$ cat src/rtl/regfile_pkg.sv
// Shared constants and the write-queue entry type for the register-file
// write arbiter.
package regfile_pkg;

  localparam int REG_AW    = 5;
  localparam int DATA_W    = 32;
  localparam int DEPTH_DEF = 4;

  typedef struct packed {
    logic [REG_AW-1:0] rd;
    logic [DATA_W-1:0] data;
  } wr_entry_t;

endpackage

$ cat src/rtl/regfile_wq.sv
// Circular write queue: up to two pushes and one pop per cycle.
// With REGFILE_WRITER_FWD_EN defined, the storage and read pointer are also
// exported so the parent can search pending writes for forwarding.
// Callers must use push0 before push1; push1 alone is not supported.
module regfile_wq
  import regfile_pkg::*;
#(
  parameter int  DEPTH = DEPTH_DEF,
  localparam int PW    = (DEPTH > 1) ? $clog2(DEPTH) : 1,
  localparam int CW    = $clog2(DEPTH + 1)
) (
  input  logic          clk,
  input  logic          rst,
  input  logic          push0_i,
  input  wr_entry_t     push0_data_i,
  input  logic          push1_i,
  input  wr_entry_t     push1_data_i,
  input  logic          pop_i,
  output wr_entry_t     head_o,
`ifdef REGFILE_WRITER_FWD_EN
  output wr_entry_t     entries_o [DEPTH],
  output logic [PW-1:0] rd_ptr_o,
`endif
  output logic [CW-1:0] count_o
);

  wr_entry_t     mem_q [DEPTH];
  logic [PW-1:0] wr_ptr_q, wr_ptr_d;
  logic [PW-1:0] rd_ptr_q, rd_ptr_d;
  logic [CW-1:0] count_q, count_d;

  // Next pointers and occupancy; pointers wrap because DEPTH is a power of two.
  always_comb begin
    wr_ptr_d = wr_ptr_q + PW'(push0_i) + PW'(push1_i);
    rd_ptr_d = rd_ptr_q + PW'(pop_i);
    count_d  = count_q + CW'(push0_i) + CW'(push1_i) - CW'(pop_i);
  end

  // Pointer and count registers; reset empties the queue.
  always_ff @(posedge clk or posedge rst) begin
    if (rst) begin
      wr_ptr_q <= '0;
      rd_ptr_q <= '0;
      count_q  <= '0;
    end else begin
      wr_ptr_q <= wr_ptr_d;
      rd_ptr_q <= rd_ptr_d;
      count_q  <= count_d;
    end
  end

  // Entry storage; contents beyond count are don't-care, so no reset.
  always_ff @(posedge clk) begin
    if (push0_i) mem_q[wr_ptr_q] <= push0_data_i;
    if (push1_i) mem_q[wr_ptr_q + PW'(1)] <= push1_data_i;
  end

  assign head_o  = mem_q[rd_ptr_q];
  assign count_o = count_q;

`ifdef REGFILE_WRITER_FWD_EN
  assign entries_o = mem_q;
  assign rd_ptr_o  = rd_ptr_q;
`endif

endmodule

$ cat src/rtl/regfile_writer.sv
// Register-file write arbiter: merges two result sources into one write
// port, buffering overflow in a small queue and writing oldest first.
// Optional forwarding query of pending writes: define REGFILE_WRITER_FWD_EN.
//
// state  | meaning
// IDLE   | queue empty; A (else B) is written directly
// DRAIN  | queue holds entries; the head is written first
module regfile_writer
  import regfile_pkg::*;
#(
  parameter int  DEPTH = DEPTH_DEF,
  localparam int PW    = (DEPTH > 1) ? $clog2(DEPTH) : 1,
  localparam int CW    = $clog2(DEPTH + 1)
) (
  input  logic              clk,
  input  logic              rst,
  input  logic              a_valid,
  output logic              a_ready,
  input  logic [REG_AW-1:0] a_rd,
  input  logic [DATA_W-1:0] a_data,
  input  logic              b_valid,
  output logic              b_ready,
  input  logic [REG_AW-1:0] b_rd,
  input  logic [DATA_W-1:0] b_data,
  output logic              wea,
  output logic [REG_AW-1:0] w1,
  output logic [DATA_W-1:0] wdata,
  input  logic [REG_AW-1:0] q_reg,
  output logic              q_hit,
  output logic [DATA_W-1:0] q_data,
  output logic              busy
);

  localparam logic [0:0] ST_IDLE  = 1'b0;
  localparam logic [0:0] ST_DRAIN = 1'b1;

  logic [0:0]        state_q, state_d;
  logic              wea_q;
  logic [REG_AW-1:0] w1_q;
  logic [DATA_W-1:0] wdata_q;

  logic              rdy;
  logic              a_acc, b_acc;
  wr_entry_t         a_ent, b_ent, head_w, issue_e, push0_e, push1_e;
  logic              issue_vld, pop, push0, push1;
  logic [CW-1:0]     count_w;
`ifdef REGFILE_WRITER_FWD_EN
  wr_entry_t         ent_w [DEPTH];
  logic [PW-1:0]     rd_ptr_w;
`endif

  // Two free slots cover the worst case of both sources spilling at once.
  assign rdy     = !rst && (count_w <= CW'(DEPTH - 2));
  assign a_ready = rdy;
  assign b_ready = rdy;

  // Writes to x0 are accepted but dropped here.
  assign a_acc = a_valid && rdy && (a_rd != '0);
  assign b_acc = b_valid && rdy && (b_rd != '0);
  assign a_ent = '{rd: a_rd, data: a_data};
  assign b_ent = '{rd: b_rd, data: b_data};

  // Pick the oldest candidate for the write port and spill the rest in order.
  always_comb begin
    issue_vld = 1'b0;
    issue_e   = a_ent;
    pop       = 1'b0;
    push0     = 1'b0;
    push0_e   = a_ent;
    push1     = 1'b0;
    push1_e   = b_ent;
    if (state_q == ST_DRAIN) begin
      issue_vld = 1'b1;
      issue_e   = head_w;
      pop       = 1'b1;
      if (a_acc) begin
        push0 = 1'b1;
        push1 = b_acc;
      end else if (b_acc) begin
        push0   = 1'b1;
        push0_e = b_ent;
      end
    end else if (a_acc) begin
      issue_vld = 1'b1;
      if (b_acc) begin
        push0   = 1'b1;
        push0_e = b_ent;
      end
    end else if (b_acc) begin
      issue_vld = 1'b1;
      issue_e   = b_ent;
    end
  end

  // Controller: DRAIN while anything is queued.
  always_comb begin
    state_d = state_q;
    case (state_q)
      ST_IDLE:  if (push0) state_d = ST_DRAIN;
      ST_DRAIN: if (pop && count_w == CW'(1) && !push0) state_d = ST_IDLE;
      default:  state_d = ST_IDLE;
    endcase
  end

  // Registered write port; address/data hold when no write is issued.
  always_ff @(posedge clk or posedge rst) begin
    if (rst) begin
      state_q <= ST_IDLE;
      wea_q   <= 1'b0;
      w1_q    <= '0;
      wdata_q <= '0;
    end else begin
      state_q <= state_d;
      wea_q   <= issue_vld;
      if (issue_vld) begin
        w1_q    <= issue_e.rd;
        wdata_q <= issue_e.data;
      end
    end
  end

  regfile_wq #(.DEPTH(DEPTH)) u_wq (
    .clk          (clk),
    .rst          (rst),
    .push0_i      (push0),
    .push0_data_i (push0_e),
    .push1_i      (push1),
    .push1_data_i (push1_e),
    .pop_i        (pop),
    .head_o       (head_w),
`ifdef REGFILE_WRITER_FWD_EN
    .entries_o    (ent_w),
    .rd_ptr_o     (rd_ptr_w),
`endif
    .count_o      (count_w)
  );

  assign wea   = wea_q;
  assign w1    = w1_q;
  assign wdata = wdata_q;
  assign busy  = wea_q || (count_w != '0);

`ifdef REGFILE_WRITER_FWD_EN
  // Search oldest to newest so the newest pending value for q_reg wins.
  always_comb begin
    q_hit  = 1'b0;
    q_data = '0;
    if (q_reg != '0) begin
      if (wea_q && (w1_q == q_reg)) begin
        q_hit  = 1'b1;
        q_data = wdata_q;
      end
      for (int k = 0; k < DEPTH; k++) begin
        if ((CW'(k) < count_w) && (ent_w[rd_ptr_w + PW'(k)].rd == q_reg)) begin
          q_hit  = 1'b1;
          q_data = ent_w[rd_ptr_w + PW'(k)].data;
        end
      end
    end
  end
`else
  logic unused_fwd;
  assign unused_fwd = ^q_reg;
  assign q_hit      = 1'b0;
  assign q_data     = '0;
`endif

endmodule
$ cat config.mk
export PLATFORM = sky130hd
export DESIGN_NAME = regfile_writer
export DESIGN_NICKNAME = d
export VERILOG_FILES = /design/src/rtl/regfile_pkg.sv /design/src/rtl/regfile_wq.sv /design/src/rtl/regfile_writer.sv
export SDC_FILE = /design/constraint.sdc
export NUM_CORES = 1
export LEC_CHECK = 0
export CAP_MARGIN = 40
export CORE_ASPECT_RATIO = 0.7
export CORE_MARGIN = 2
export CORE_UTILIZATION = 40
export CTS_CLUSTER_DIAMETER = 40
export DETAILED_ROUTE_END_ITERATION = 7
export REMOVE_ABC_BUFFERS = 1
export SLEW_MARGIN = 20
export SYNTH_ARGS = -nofsm -noshare
export SYNTH_HDL_FRONTEND = slang
export SYNTH_SLANG_ARGS = --single-unit
$ cat constraint.sdc
create_clock -name clk -period 4.45 [get_ports clk]
set_clock_uncertainty 0.15 [all_clocks]
set_input_delay 0.89 -clock clk [delete_from_list [all_inputs] [get_ports clk]]
set_output_delay 0.89 -clock clk [all_outputs]
set_load 0.01 [all_outputs]
Word level (Yosys, flattened, before mapping)
Memory sizes are Yosys's and may differ from the RTL's.
Index checks and enable logic that the tools add are counted.
{"block": "totals", "regBits": 46, "ram_bits": 148, "n_memories": 1}
{"memory": "u_wq.mem_q", "words": 4, "word_bits": 37, "rd": 1, "rd_ports_with_merged_regs": 0, "write_ports": 2, "line_no": "regfile_wq.sv:27", "text": "wr_entry_t mem_q [DEPTH];"}
{"block": "op_classes", "addsub": 7, "n_lt_le_gt_ge": 1, "eq_ne": 1, "mux": 19, "n_bitwise": 1, "n_reduce_logical": 13}
{"operator": "37-bit two-way mux", "n": 5}
{"operator": "1-bit two-way mux", "n": 13}
{"operator": "5-bit nonzero test", "n": 2}
{"operator": "1-bit logical AND", "n": 7}
{"operator": "2-bit by 1-bit adder with 2-bit output", "n": 3}
{"operator": "3-bit by 1-bit adder with 3-bit output", "n": 2}
{"operator": "3-bit by 1-bit == test with 1-bit output, second input constant", "n": 1}
{"operator": "3-bit by 2-bit <= comparator with 1-bit output, second input constant", "n": 1}
{"operator": "3-bit nonzero test", "n": 1}
{"operator": "3-bit by 1-bit subtractor with 3-bit output", "n": 1}
{"operator": "2-bit by 1-bit adder with 2-bit output, second input constant", "n": 1}
{"operator": "1-bit zero test", "n": 2}
{"operator": "1-bit case mux with 2 select lines", "n": 1}
{"operator": "1-bit logical OR", "n": 1}
{"operator": "1-bit NOT", "n": 1}

Depth between registers and ports, before layout
{"block": "depth", "ltp_word": 11, "mapped_depth": 10, "ltp_nobuf": 8}

Modules after synthesis
Synthesis repeated with hierarchy kept, for this count alone.
{"block": "hier_totals", "cells_unflattened": 667, "hier_area_um2": 10892.9}
{"mod": "regfile_wq", "n_inst": 1, "cells_per_inst": 390, "area_each_um2": 7942.6, "seq_area_each_um2": 4619.4}
{"mod": "regfile_writer", "n_inst": 1, "cells_per_inst": 277, "area_each_um2": 2950.3, "seq_area_each_um2": 975.9}

Worst setup path before layout
No wires, ideal clock.
{"block": "synth_timing", "kind": "input port to flip-flop", "startpoint": "input rst", "endpoint": "memory u_wq.mem_q[1][0] (netlist bit), enable pin", "arrival_time_ps": 5014, "slack_ps": -1192, "path_stages": 4, "path_buffers": 1, "cell_sequence": "inv_1 o21ai_0 clkbuf_1 nor3_1"}
{"element": "from (decl)", "line_no": "regfile_writer.sv:16", "text": "input logic rst,"}
{"element": "to (decl)", "line_no": "regfile_wq.sv:27"}

==> qor.yml <==
run_status:
  status: "finished, final reports clean"
cells_and_area:
  fin_cells: 1189
  drive_gt1_frac: 0.316
  antenna_cells: 0
  final_area_sq_um: 12800
  nets: 900
  multi_input_area_sq_um: 4610
  regArea_sq_um: 5600
  syn2layout_area_growth_pct: 19.3
  fillCellCount: 2302
critical_path:
  crit_chain: "clkdlybuf4s50_1, or4_4, o21a_2, maj3_1, a2bb2oi_1, nor3_2, buf_12"
  cpPeakStageDelay_ps: 610
  worst-path-max-fanout: 31
  path_class: "input port to flip-flop"
  end_kind: "flip-flop"
  required_ps: 4480
  crit_path_start_kind: "input port"
  cp_slowest_cell: "or4_4"
  arrival_ps: 3730
global_route:
  global_route.usage.total: 0.199
  grt_overflow_total: 0
  grt_first_pass_wirelength_um: 41100
  grt_max_degree: 54
  antenna_found_initial: 0
  grt_pass1_vias: 6511
synth:
  synthSimpleGateAreaFrac: 0.0464
  synth_xor_area_frac: 0.00244
  synth_top_flop_cell: "edfxtp_1"
  synthesis.area_sq_um: 10800
  synth_top_family_by_area: "multiplexers"
  synth_compound_area_frac: 0.0807
  async_flop_share: 0.237
  yosys-mux-area-fraction: 0.270
  synth_seq_cells: 194
  synthAdderAreaFrac: 0.00883
  synth_common_cells: "edfxtp_1, mux2_4, nand2_1"
  postSynthCellCount: 701
  synthTopCellsByArea: "edfxtp_1, mux2_4, dfrtp_1"
  ys_seq_area_frac: 0.520
  yosys_warnings: 0
  yosys.area.top_type_share: 0.413
  syn_area_per_cell_sq_um: 15.4
  synth_edf_count: 148
  synth_top_area_cell: "edfxtp_1"
  synth.distinct_cells: 50
  yosysMostFrequentCell: "edfxtp_1"
clock_tree:
  ctsResizeCount: 0
  cts_root_buf: "clkbuf_16"
  clockBufferDepth: 2
  cts_tree: "built"
  cts_hold_buf: 0
  cts_num_sinks: 194
  numCtsBuffers: 17
  post_cts_buffers: 0
  clock_latency_ps: 440
  htreeDepth: 4
  clk_pin_slew_ps: 70
timing:
  period_share: 0.832
  setup_tns_ps: 0
  finalHoldViolCount: 0
  timing.fmax_mhz: 270
  rsz0062_at_grt: "false"
  fin_crit_ps: 3700
  setup_viol: 0
  finalMaxSlewViolations: 0
  worstMarginPinSlew_ps: 797
  slew_headroom: 0.469
floorplanning:
  rows: 50
  design.core.area_sq_um: 26600
  dieArea_sq_um: 28300
  initial_core_util: 0.405
  die_w_um: 200
  io_pins: 157
  die_h_um: 141
placement:
  hpwl_um: 16900
  port_buffers: 118
  place_area_sq_um: 12200
  globalplace.congestion: 0.746
  placedCellCount: 1157
route:
  drt_iter0_drc: 502
  wl_per_cell_um: 23.1
  wl_um: 27400
  vias: 6373
  drc: 0
  first_pass_iters: 6
  via_per_inst: 5.36
  final_antenna_net_count: 0
power:
  power_density_nw_per_um2: 540
  ir_drop_v: 0.000462
  power.total_w: 0.00694
  power_leakage_nw: 4.92
worst_hold_path:
  hold_path_class: "flip-flop to flip-flop"
run:
  drv_cap: 0
path summary, 6_finish.rpt:
| kind | startpoint | endpoint | slack (ps) | depth (start not counted) |
|---|---|---|---|---|
| setup reg to reg | u_wq.count_o[1]$_DFF_PP0_ | u_wq.mem_q[2][20]$_DFFE_PP_ | 1380 | 8 |
| hold / removal | wdata[20]$_DFFE_PP0P_ | wdata[20]$_DFFE_PP0P_ | 360 | 1 |
| setup / recovery | a_rd[1] | u_wq.mem_q[1][20]$_DFFE_PP_ | 750 | 7 |
| min in group asynchronous | rst | wdata[19]$_DFFE_PP0P_ | 900 | 3 |
| hold reg to reg | wdata[20]$_DFFE_PP0P_ | wdata[20]$_DFFE_PP0P_ | 360 | 1 |
| max in group asynchronous | rst | u_wq.rd_ptr_q[0]$_DFF_PP0_ | 2720 | 3 |
final cells by class:
class	instances	share of cell area
flip-flops and latches	194	0.436
multi-input cells	439	0.359
repair buffers	147	0.119
well taps	364	0.0355
clock buffers	19	0.0337
clock inverters	13	0.0124
inverters	13	0.00380
critical path, delay by kind of cell:
family,cells,cell delay (ps)
adders and majority gates,1,400
AOI/OAI and AO/OA,2,790
buffers and inverters,2,790
and+or+nand+nor,2,840
flip-flops by register name, summed over array words and instances (netlist names):
signal and cells:
u_wq.mem_q 148, wdata 32, w1 5, u_wq.count_o 3, u_wq.rd_ptr_q 2, u_wq.wr_ptr_q 2
state_q 1, wea 1
cell usage in the layout, fill, tap and decap left out, types with 3 or more instances in the layout:
| cell | synthesis | final |
|---|---|---|
| a21boi_0 | 32 | 32 |
| a21o_1 | 3 | 3 |
| a21oi_1 | 6 | 6 |
| a221o_1 | 31 | 31 |
| a31o_4 | 0 | 4 |
| buf_12 | 12 | 9 |
| buf_4 | 34 | 19 |
| bufinv_16 | 0 | 3 |
| clkbuf_16 | 0 | 17 |
| clkdlybuf4s50_1 | 0 | 118 |
| clkinv_1 | 0 | 3 |
| conb_1 | 1 | 33 |
| dfrtp_1 | 46 | 43 |
| dfrtp_2 | 0 | 3 |
| edfxtp_1 | 148 | 148 |
| fa_1 | 3 | 3 |
| inv_1 | 13 | 12 |
| mux2_2 | 24 | 24 |
| mux2_4 | 120 | 120 |
| mux4_2 | 37 | 37 |
| nand2_1 | 52 | 52 |
| nand3_1 | 33 | 33 |
| nor2_1 | 9 | 7 |
| o21ai_0 | 13 | 13 |
| o31ai_1 | 3 | 3 |
routing by layer:
layer,part of all wire,wire length (um),track usage
met5,0,0,0
met4,0.0065,179,0.0366
met3,0.064,1770,0.0423
met2,0.46,12600,0.310
met1,0.47,12900,0.291
where the power goes:
group	internal, W	leakage [nW]	switching, W
Combinational	0.00144	2.76	0.00127
Clock	0.000886	0.282	0.000699
Sequential	0.00236	1.88	0.000273
cell families (layout without fill, tap and decap cells):
kind of cell	Yosys count	count (layout)
XOR/XNOR	3	3
multiplexers	181	181
other	1	33
AO/OA/AOI/OAI	107	107
adder cells (fa/ha/maj)	6	6
buffers and inverters	100	192
AND/OR/NAND/NOR	109	109
flip-flops	194	194
stage by stage:
step,worst slack [ps],hold slack (ps),utilization
after floorplan,-1440,350,-
after detailed placement,298,352,0.461
final,746,360,0.483
after CTS,759,368,0.483
after global routing,666,372,0.483
after global placement,340,347,0.459
Power figures use the tool's default switching activity.
